[src/rtl/viterbi_pkg.sv]
// Shared types and sizing helpers for the parametrised Viterbi traceback unit.
package viterbi_pkg;

    localparam int K_MIN = 3;
    localparam int K_MAX = 9;

    typedef enum logic [1:0] {
        WARM  = 2'd0,
        READY = 2'd1,
        TRACE = 2'd2
    } tbu_state_t;

    function automatic int num_states(input int k);
        return int'(32'd1 << (k - 1));
    endfunction

    function automatic int state_width(input int k);
        return k - 1;
    endfunction

endpackage

[src/rtl/viterbi_tbu_argmin.sv]
// Combinational NS-way unsigned minimum-index tree; on a tie the lower state index wins.
module viterbi_tbu_argmin #(
    parameter int NS       = 4,
    parameter int SW       = 2,
    parameter int PM_WIDTH = 8
) (
    input  logic [NS*PM_WIDTH-1:0] i_pm,
    output logic [SW-1:0]          o_idx
);

    logic [PM_WIDTH-1:0] w_val [SW+1][NS];
    logic [SW-1:0]       w_idx [SW+1][NS];

    // Pairwise reduction, one level per state bit; the left (lower-index) node keeps ties
    always_comb begin
        for (int l = 0; l <= SW; l++) begin
            for (int n = 0; n < NS; n++) begin
                w_val[l][n] = '0;
                w_idx[l][n] = '0;
            end
        end
        for (int n = 0; n < NS; n++) begin
            w_val[0][n] = i_pm[n*PM_WIDTH +: PM_WIDTH];
            w_idx[0][n] = SW'(n);
        end
        for (int l = 1; l <= SW; l++) begin
            for (int n = 0; n < (NS >> l); n++) begin
                if (w_val[l-1][2*n+1] < w_val[l-1][2*n]) begin
                    w_val[l][n] = w_val[l-1][2*n+1];
                    w_idx[l][n] = w_idx[l-1][2*n+1];
                end else begin
                    w_val[l][n] = w_val[l-1][2*n];
                    w_idx[l][n] = w_idx[l-1][2*n];
                end
            end
        end
        o_idx = w_idx[SW][0];
    end

endmodule

[src/rtl/viterbi_tbu_gen.sv]
// Generic-K Viterbi traceback unit: survivor ring buffer, argmin start-state search
// and a serial traceback that emits one decoded bit per accepted stage.
module viterbi_tbu_gen
    import viterbi_pkg::*;
#(
    parameter int K          = 3,
    parameter int TBL        = 15,
    parameter int PM_WIDTH   = 8,
    parameter bit ZERO_START = 1'b0
) (
    input  logic                             clk,
    input  logic                             rst_n,
    input  logic                             valid_i,
    input  logic [num_states(K)-1:0]          dec_i,
    input  logic [num_states(K)*PM_WIDTH-1:0] pm_i,
    output logic                             busy_o,
    output logic                             data_serial_o,
    output logic                             valid_serial_o,
    output logic                             overflow_o
);

    localparam int NS = num_states(K);
    localparam int SW = state_width(K);
    localparam int AW = (TBL > 1) ? $clog2(TBL) : 1;
    localparam int CW = $clog2(TBL + 1);
    localparam logic [AW-1:0] LAST_ADDR = AW'(TBL - 1);
    localparam logic [CW-1:0] FILL_LAST = CW'(TBL - 1);
    localparam logic [CW-1:0] CNT_LAST  = CW'(TBL);

    if ((K < K_MIN) || (K > K_MAX) || (TBL < 2)) begin : g_param_check
        $error("viterbi_tbu_gen: K must be in 3..9 and TBL at least 2");
    end

    tbu_state_t       r_fsm;
    tbu_state_t       w_fsm_nxt;
    logic [NS-1:0]    r_mem [TBL];
    logic [NS-1:0]    r_rd_word;
    logic [AW-1:0]    r_wr_ptr;
    logic [AW-1:0]    r_rd_ptr;
    logic [CW-1:0]    r_fill;
    logic [CW-1:0]    r_cnt;
    logic [SW-1:0]    r_tb_state;
    logic [SW-1:0]    w_tb_start;
    logic [SW-1:0]    w_tb_nxt;
    logic [SW-1:0]    w_argmin_idx;
    logic             w_accept;
    logic             w_trigger;
    logic             w_warm_done;
    logic             w_tracing;
    logic             w_step;
    logic             w_final;
    logic             w_dec_bit;
    logic             w_out_bit;
    logic             r_busy;
    logic             r_valid_serial;
    logic             r_data_serial;
    logic             r_overflow;

    viterbi_tbu_argmin #(
        .NS       (NS),
        .SW       (SW),
        .PM_WIDTH (PM_WIDTH)
    ) u_argmin (
        .i_pm  (pm_i),
        .o_idx (w_argmin_idx)
    );

    // FSM state register
    always_ff @(posedge clk or negedge rst_n) begin
        if (!rst_n) begin
            r_fsm <= WARM;
        end else begin
            r_fsm <= w_fsm_nxt;
        end
    end

    // FSM next-state logic
    always_comb begin
        w_fsm_nxt = r_fsm;
        case (r_fsm)
            WARM:    w_fsm_nxt = w_warm_done ? READY : WARM;
            READY:   w_fsm_nxt = w_trigger ? TRACE : READY;
            TRACE:   w_fsm_nxt = w_final ? READY : TRACE;
            default: w_fsm_nxt = WARM;
        endcase
    end

    // FSM output decode plus one traceback step on the registered survivor word
    always_comb begin
        w_accept    = valid_i & ~r_busy;
        w_tracing   = (r_fsm == TRACE);
        w_warm_done = w_accept & (r_fsm == WARM) & (r_fill == FILL_LAST);
        w_trigger   = w_accept & (r_fsm == READY);
        w_step      = w_tracing & (r_cnt != '0);
        w_final     = w_tracing & (r_cnt == CNT_LAST);
        w_dec_bit   = r_rd_word[r_tb_state];
        w_out_bit   = r_tb_state[SW-1];
        w_tb_nxt    = {r_tb_state[SW-2:0], w_dec_bit};
        if (ZERO_START) begin
            w_tb_start = '0;
        end else begin
            w_tb_start = w_argmin_idx;
        end
    end

    // Survivor RAM: write on accept, registered read while tracing (contents never reset)
    always_ff @(posedge clk) begin
        if (w_accept) begin
            r_mem[r_wr_ptr] <= dec_i;
        end
        if (w_tracing) begin
            r_rd_word <= r_mem[r_rd_ptr];
        end
    end

    // Fill count, ring pointers and traceback cycle counter
    always_ff @(posedge clk or negedge rst_n) begin
        if (!rst_n) begin
            r_fill   <= '0;
            r_wr_ptr <= '0;
            r_rd_ptr <= '0;
            r_cnt    <= '0;
        end else begin
            if (w_accept && (r_fsm == WARM)) begin
                r_fill <= r_fill + CW'(1);
            end
            if (w_accept) begin
                r_wr_ptr <= (r_wr_ptr == LAST_ADDR) ? '0 : r_wr_ptr + AW'(1);
            end
            // The first read targets the slot being written on the trigger edge
            if (w_trigger) begin
                r_rd_ptr <= r_wr_ptr;
            end else if (w_tracing) begin
                r_rd_ptr <= (r_rd_ptr == '0) ? LAST_ADDR : r_rd_ptr - AW'(1);
            end
            if (w_trigger) begin
                r_cnt <= '0;
            end else if (w_tracing) begin
                r_cnt <= r_cnt + CW'(1);
            end
        end
    end

    // Traceback state and registered outputs
    always_ff @(posedge clk or negedge rst_n) begin
        if (!rst_n) begin
            r_tb_state     <= '0;
            r_busy         <= 1'b0;
            r_valid_serial <= 1'b0;
            r_data_serial  <= 1'b0;
            r_overflow     <= 1'b0;
        end else begin
            if (w_trigger) begin
                r_tb_state <= w_tb_start;
            end else if (w_step) begin
                r_tb_state <= w_tb_nxt;
            end
            if (w_trigger) begin
                r_busy <= 1'b1;
            end else if (w_final) begin
                r_busy <= 1'b0;
            end
            r_valid_serial <= w_final;
            if (w_final) begin
                r_data_serial <= w_out_bit;
            end
            if (valid_i && r_busy) begin
                r_overflow <= 1'b1;
            end
        end
    end

    assign busy_o         = r_busy;
    assign data_serial_o  = r_data_serial;
    assign valid_serial_o = r_valid_serial;
    assign overflow_o     = r_overflow;

endmodule

[config.mk]
export PLATFORM = sky130hd
export DESIGN_NAME = viterbi_tbu_gen
export DESIGN_NICKNAME = d
export VERILOG_FILES = /design/src/rtl/viterbi_pkg.sv /design/src/rtl/viterbi_tbu_argmin.sv /design/src/rtl/viterbi_tbu_gen.sv
export SDC_FILE = /design/constraint.sdc
export NUM_CORES = 1
export LEC_CHECK = 0
export ABC_AREA = 1
export BUFFER_PORTS_ARGS = -buffer_cell sky130_fd_sc_hd__buf_4
export CORE_UTILIZATION = 41
export CTS_CLUSTER_DIAMETER = 120
export DETAILED_ROUTE_END_ITERATION = 6
export SYNTH_ARGS = -nofsm -noshare
export SYNTH_HDL_FRONTEND = slang
export SYNTH_SLANG_ARGS = --single-unit
[constraint.sdc]
create_clock -name clk -period 1.7 [get_ports clk]
set_input_delay 0.17 -clock clk [delete_from_list [all_inputs] [get_ports clk]]
set_output_delay 0.17 -clock clk [all_outputs]
set_load 0.01 [all_outputs]
; ---- Word level (Yosys, flattened, before mapping)
; Memories as Yosys holds them, arrays and structs flattened. A register that Yosys moved wholly into a read port is not among the register bits.
; Cells that the tools add are included.
[totals]
memories = 1
out_inout_bits = 4
ff_bits = 24
in_bits = 39
elab_cells = 62
mem_bits_rw = 60
[classes]
mux = 23
n_addsub = 4
n_bitwise = 7
n_lt_le_gt_ge = 4
n_reduce_logical = 8
eq_ne = 5
[mem_list]
columns = name, words, width, read_ports, rd_clocked_by_memory_dff, write_ports, line
row1 = r_mem, 15, 4, 1, 1, 1, viterbi_tbu_gen.sv:36  ; logic [NS-1:0] r_mem [TBL];
[op_table]
columns = op, count
row1 = 8-bit < comparator, 3
row2 = 4-bit 2-to-1 mux, 6
row3 = 8-bit 2-to-1 mux, 2
row4 = "4-bit by 1-bit adder with 4-bit output, second input constant", 3
row5 = "4-bit equality test, second input constant", 3
row6 = 2-bit 2-to-1 mux, 5
row7 = 1-bit 2-to-1 mux, 8
row8 = 1-bit AND, 6
row9 = 2-bit one-hot mux with 3 select lines, 1
row10 = 2-bit nonzero test, 3
row11 = 4-bit logical NOT, 1
row12 = 4-bit nonzero test, 1
row13 = "4-bit by 1-bit subtractor with 4-bit output, second input constant", 1
row14 = "2-bit by 3-bit < comparator with 1-bit output, second input constant", 1
row15 = 1-bit binary-select mux with 2-bit select, 1
row16 = "2-bit by 1-bit equality test with 1-bit output, second input constant", 1
row17 = "2-bit equality test, second input constant", 1
row18 = 1-bit logical AND, 2
row19 = 2-bit logical NOT, 1
row20 = 1-bit inverter, 1

; ---- Logic depth before layout (Yosys ltp)
[depth]
ltp_word = 6
ltp_mapped = 21
depth_no_buf = 21

; ---- Cells and area by module
; A second synthesis with hierarchy kept.
[hier_totals]
cells_unflattened = 524
hier_area_um2 = 4649.5
[modules_own_cells]
columns = mod, area_per_inst_um2, cells_each, n_inst, seq_area_each_um2
row1 = viterbi_tbu_gen, 3895.0, 390, 1, 2522.4
row2 = viterbi_tbu_argmin, 754.5, 134, 1, 0.0

; ---- Worst setup path before layout
; OpenSTA, ideal clock, no wires.
[synth_timing]
path_type = in2reg
from = input port pm_i[21]
to = register r_tb_state[0]
setup_time_ns = 0.073
t_required_ns = 1.627
t_arrival_ns = 2.300
path_stages = 16
setup_slack_ns = -0.673
path_buffers = 1
path_cell_list = inv_1 ha_1 a21oi_2 nor2_1 nor3_4 nand2_4 clkbuf_1 a21oi_1 ha_1 a21oi_1 nor2_1 a211oi_1 nand2_1 nand2_1 nand3_2 a21oi_2
[synth_via]
elab_chain_cells = 5
elab_cells_between_ends = 6
[synth_lines]
columns = item, line
row1 = start: declaration, viterbi_tbu_gen.sv:15  ; input logic [num_states(K)*PM_WIDTH-1:0] pm_i,
row2 = 8-bit < comparator, viterbi_tbu_argmin.sv:28  ; if (w_val[l-1][2*n+1] < w_val[l-1][2*n]) begin
row3 = 8-bit 2-to-1 mux, viterbi_tbu_argmin.sv:28
row4 = 8-bit < comparator, viterbi_tbu_argmin.sv:28
row5 = 2-bit 2-to-1 mux *, viterbi_tbu_argmin.sv:28
row6 = 2-bit 2-to-1 mux *, viterbi_tbu_gen.sv:153  ; if (w_trigger) begin
row7 = end signal: assignment, viterbi_tbu_gen.sv:154  ; r_tb_state <= w_tb_start;
row8 = end signal: assignment, viterbi_tbu_gen.sv:156  ; r_tb_state <= w_tb_nxt;
row9 = end: declaration, viterbi_tbu_gen.sv:42  ; logic [SW-1:0] r_tb_state;
; Every way passes the cells marked *; elsewhere a longest branch is shown, timed or not.
; A chain may end at the register's enable or synchronous reset.

; ---- Final worst setup path
[layout_timing]
from = input port pm_i[21]
to = register r_tb_state[1]
[layout_via]
elab_chain_cells = 5
[layout_lines]
columns = item, line
row1 = 8-bit < comparator, viterbi_tbu_argmin.sv:28
row2 = 8-bit 2-to-1 mux *, viterbi_tbu_argmin.sv:28
row3 = 8-bit < comparator *, viterbi_tbu_argmin.sv:28
row4 = 2-bit 2-to-1 mux *, viterbi_tbu_argmin.sv:28
row5 = 2-bit 2-to-1 mux *, viterbi_tbu_gen.sv:153
; Marks and branches as above.

==> flow_summary_export.csv <==
group,metric,value,unit
synthesis,yosys.area.top_type_share,0.434,
route,antenna_left,0,
worst_setup_path,cpMostUsedCell,"a21oi_2",
place,dp_hpwl,7060,um
synthesis,synth_top_family_by_area,"simple AND/OR/NAND/NOR gates",
worst_setup_path,start_kind,"input port",
worst_setup_path,timing.rr.start,"busy_o",
worst_setup_path,crit_chain,"buf_6 -> inv_4 -> ha_4 -> a21oi_2 -> nor2_2 -> nor3_4 -> nand2_4 -> nor2_4 -> a21oi_2 -> ha_1 -> a21oi_2 -> nor2_2 -> a211oi_2 -> buf_4 -> a21oi_2 -> o22ai_1",
clock_tree,cts_sinks,88,
global_route,grt_pass1_vias,3504,
power,p_total,7.09,mW
global_route,grt_antenna_before_repair,0,
worst_hold_path,hold_depth,1,
route,wirelength,10100,um
timing,tightest_slew,0.453,ns
cells_and_area,layout.nets,626,
status,violations,"negative setup slack",
floorplanning,die_h,106,um
power,p_leak,2.45,nW
power,p_int,4.43,mW
worst_setup_path,max_stage_delay,0.30,ns
power,net-switching-power,2.65,mW
global_route,grt_use_total,0.190,
timing,hold_slack,0.124,ns
floorplanning,start_util,0.425,
synthesis,synth_xor_area_frac,0.00792,
cells_and_area,diodes,0,
clock_tree,path_clk_slew,0.09,ns
clock_tree,clockBufferDepth,2,
timing,slew_viol_final,0,
synthesis,avgSynthCellArea,9.79,um2
synthesis,syn_nets,518,
cells_and_area,stdcell_area,5760,um2
synthesis,synth_cells,452,
timing,worst_slack,-0.366,ns
worst_setup_path,worst-path-buf-inv,3,
worst_setup_path,reg2regPathDepth,9,
floorplanning,pin_count,43,
place,gp_congestion,0.814,
synthesis,seq_area_frac_synth,0.570,
floorplanning,die-area,11200,um2
global_route,grt_pass1_wl,16500,um
cells_and_area,instances_no_fill,700,
place,preCtsSetupSlack,-0.751,ns
power,ir_drop,0.000733,V
worst_setup_path,cp_max_fo,5,
clock_tree,cts_buffers,9,
cells_and_area,drive_gt1_frac,0.309,
timing,setup_violations,2,
power,p_comb_frac,0.386,
worst_setup_path,critPathArrivalTime,2.34,ns
worst_hold_path,hp-class,"in -> reg",
global_route,gr-total-overflow,0,
route,dr.first_iter.drc_count,277,
cells_and_area,multi_input_area,1840,um2
worst_setup_path,cpMaxStageDelayCell,"ha_1",
place,dpl-instance-area,5290,um2
global_route,grt_max_degree,25,
worst_setup_path,r2r-end,"r_tb_state[1]",
place,placed_cells,667,
power,p_seq_frac,0.412,
timing,finalHoldViolCount,0,
worst_setup_path,r2r_setup_slack,0.05,ns
floorplanning,num_rows,37,
place,numPortBuffers,42,
synthesis,synth_compound_area_frac,0.136,
timing,rsz0062_at_grt,"true",
synthesis,synth_area_leaders,"edfxtp_1 (43%), dfrtp_1 (14%), ha_1 (7.6%), nand2_1 (6.4%), o21ai_0 (5.4%)",
synthesis,synthAdderAreaFrac,0.0764,
timing,period_share,1.22,
clock_tree,h-tree-depth,3,
worst_setup_path,cp_top_family,"compound AO/OA/AOI/OAI gates",
clock_tree,tritoncts,"yes",
clock_tree,cts-root-buf,"clkbuf_8",
clock_tree,insertion_delay,0.36,ns
flow_run,cap_violations,0,
timing,relSlewSlack,0.695,
worst_hold_path,min-delay-start,"dec_i[2]",
cells_and_area,fillers,918,
timing,max_freq,484,MHz
synthesis,synth_common_cells,"nand2_1 (76), edfxtp_1 (64), nor2_1 (58)",
timing,period_needed,2.07,ns
timing,fin_worst_skew,0.0104,ns
synthesis,ys_ff_latch,88,
cells_and_area,seqCellArea,2520,um2
power,power_density,1230,nW/um2
synthesis,synth.distinct_cells,34,
floorplanning,die_width,106,um
synthesis,yosysMostFrequentCell,"nand2_1",
cells_and_area,postLayoutCoreUtil,0.553,
cells_and_area,area_delta_synth_final,30.2,%
route,drt_pass1_iterations,4,
synthesis,ys_async_sr_fraction,0.273,
synthesis,yosys_warnings,0,
synthesis,synth_top_flop_cell,"edfxtp_1",
route,avgViaCountPerCell,5.10,
power,switching_share,0.374,
synthesis,synth_top_area_cell,"edfxtp_1",
synthesis,syn_area,4420,um2
route,drc,0,
route,via_count,3568,
worst_setup_path,critPathCaptureType,"flop",
synthesis,synth_edf_count,64,
route,wire_per_inst,14.5,um
synthesis,synth-simple-area-share,0.152,
synthesis,synthMuxAreaShare,0,
timing,fin_setup_tns,-0.717,ns
worst_hold_path,min_to,"r_mem[8][2]",
power,clockPowerShare,0.201,
worst_setup_path,worstPathRequired,1.98,ns
worst_setup_path,critPathKind,"in -> reg",
status,status,"finished with violations",
worst_setup_path,cp.depth,16,
floorplanning,core_area,10400,um2
## per-layer routing
layer,global-route usage,vias to the layer above,share of wire
li1,-,1772,-
met1,0.248,1707,0.45
met5,0,-,0
met2,0.314,71,0.49
met3,0.0359,18,0.039
met4,0.0714,0,0.021
## power groups by stage
stage          sequential, mW  combinational (mW)  clock (mW)
6_report                 2.92                2.74        1.43
5_1_grt                  2.97                3.08        1.55
4_1_cts                  2.92                2.64        1.47
3_5_place_dp             2.97                2.56           0
3_3_place_gp             2.96                2.51           0
2_1_floorplan            2.91                1.70           0
## how the worst max path moves through the flow
stage	start	slack (ns)	endpoint
2_1_floorplan	pm_i[13]	-0.53	r_tb_state[0]
3_3_place_gp	pm_i[21]	-0.66	r_tb_state[0]
3_5_place_dp	pm_i[5]	-0.75	r_tb_state[0]
4_1_cts	pm_i[15]	-0.28	r_tb_state[1]
5_1_grt	pm_i[21]	-0.50	r_tb_state[1]
6_report	pm_i[21]	-0.37	r_tb_state[1]
## state kept, by name, indices dropped and copies added, names as in the netlist
name            cells
r_rd_ptr            4
data_serial_o       1
r_wr_ptr            4
busy_o              1
r_mem              60
overflow_o          1
r_fill              4
r_fsm               2
r_rd_word           4
valid_serial_o      1
r_tb_state          2
r_cnt               4
## repair_timing
action / 4_1_cts / 5_1_grt
gates resized for setup: 12 / 32
buffers inserted: 10 / 4
endpoints found under the hold margin: 24 / 1
hold buffers: 1 / 1
endpoints found under the setup margin: 2 / 37
cloned: 1 / 1
pin swaps: 17 / 18
## cells in the final DEF, fill, tap and decap left out, types with 4 or more instances in the layout
cell type,instances
inv_1,44
o22ai_1,6
nand3_1,12
buf_4,105
inv_6,4
nand2_1,72
nor2_1,45
o21ai_1,6
nor2_2,11
ha_1,20
o221ai_1,8
a21oi_1,26
inv_2,5
edfxtp_1,64
o21ai_0,41
nand2_2,8
dfrtp_1,24
a21oi_2,7
clkbuf_8,9
ha_4,6
## cells by family (layout without fill, tap and decap cells)
| family | count (synthesis) | count (layout) |
|---|---|---|
| AND/OR/NAND/NOR | 160 | 162 |
| AO/OA/AOI/OAI | 106 | 106 |
| flip-flops | 88 | 88 |
| buffers and inverters | 67 | 177 |
| adder cells (fa/ha/maj) | 27 | 27 |
| XOR/XNOR | 4 | 4 |
## cell type report
type / count / share of cell area
Clock buffer: 9 / 0.0215
Timing Repair Buffer: 109 / 0.144
Inverter: 53 / 0.0363
Clock inverter: 6 / 0.0117
Multi-Input combinational cell: 299 / 0.319
Tap cell: 136 / 0.0295
Sequential cell: 88 / 0.438
Power figures use the tool's default switching activity.
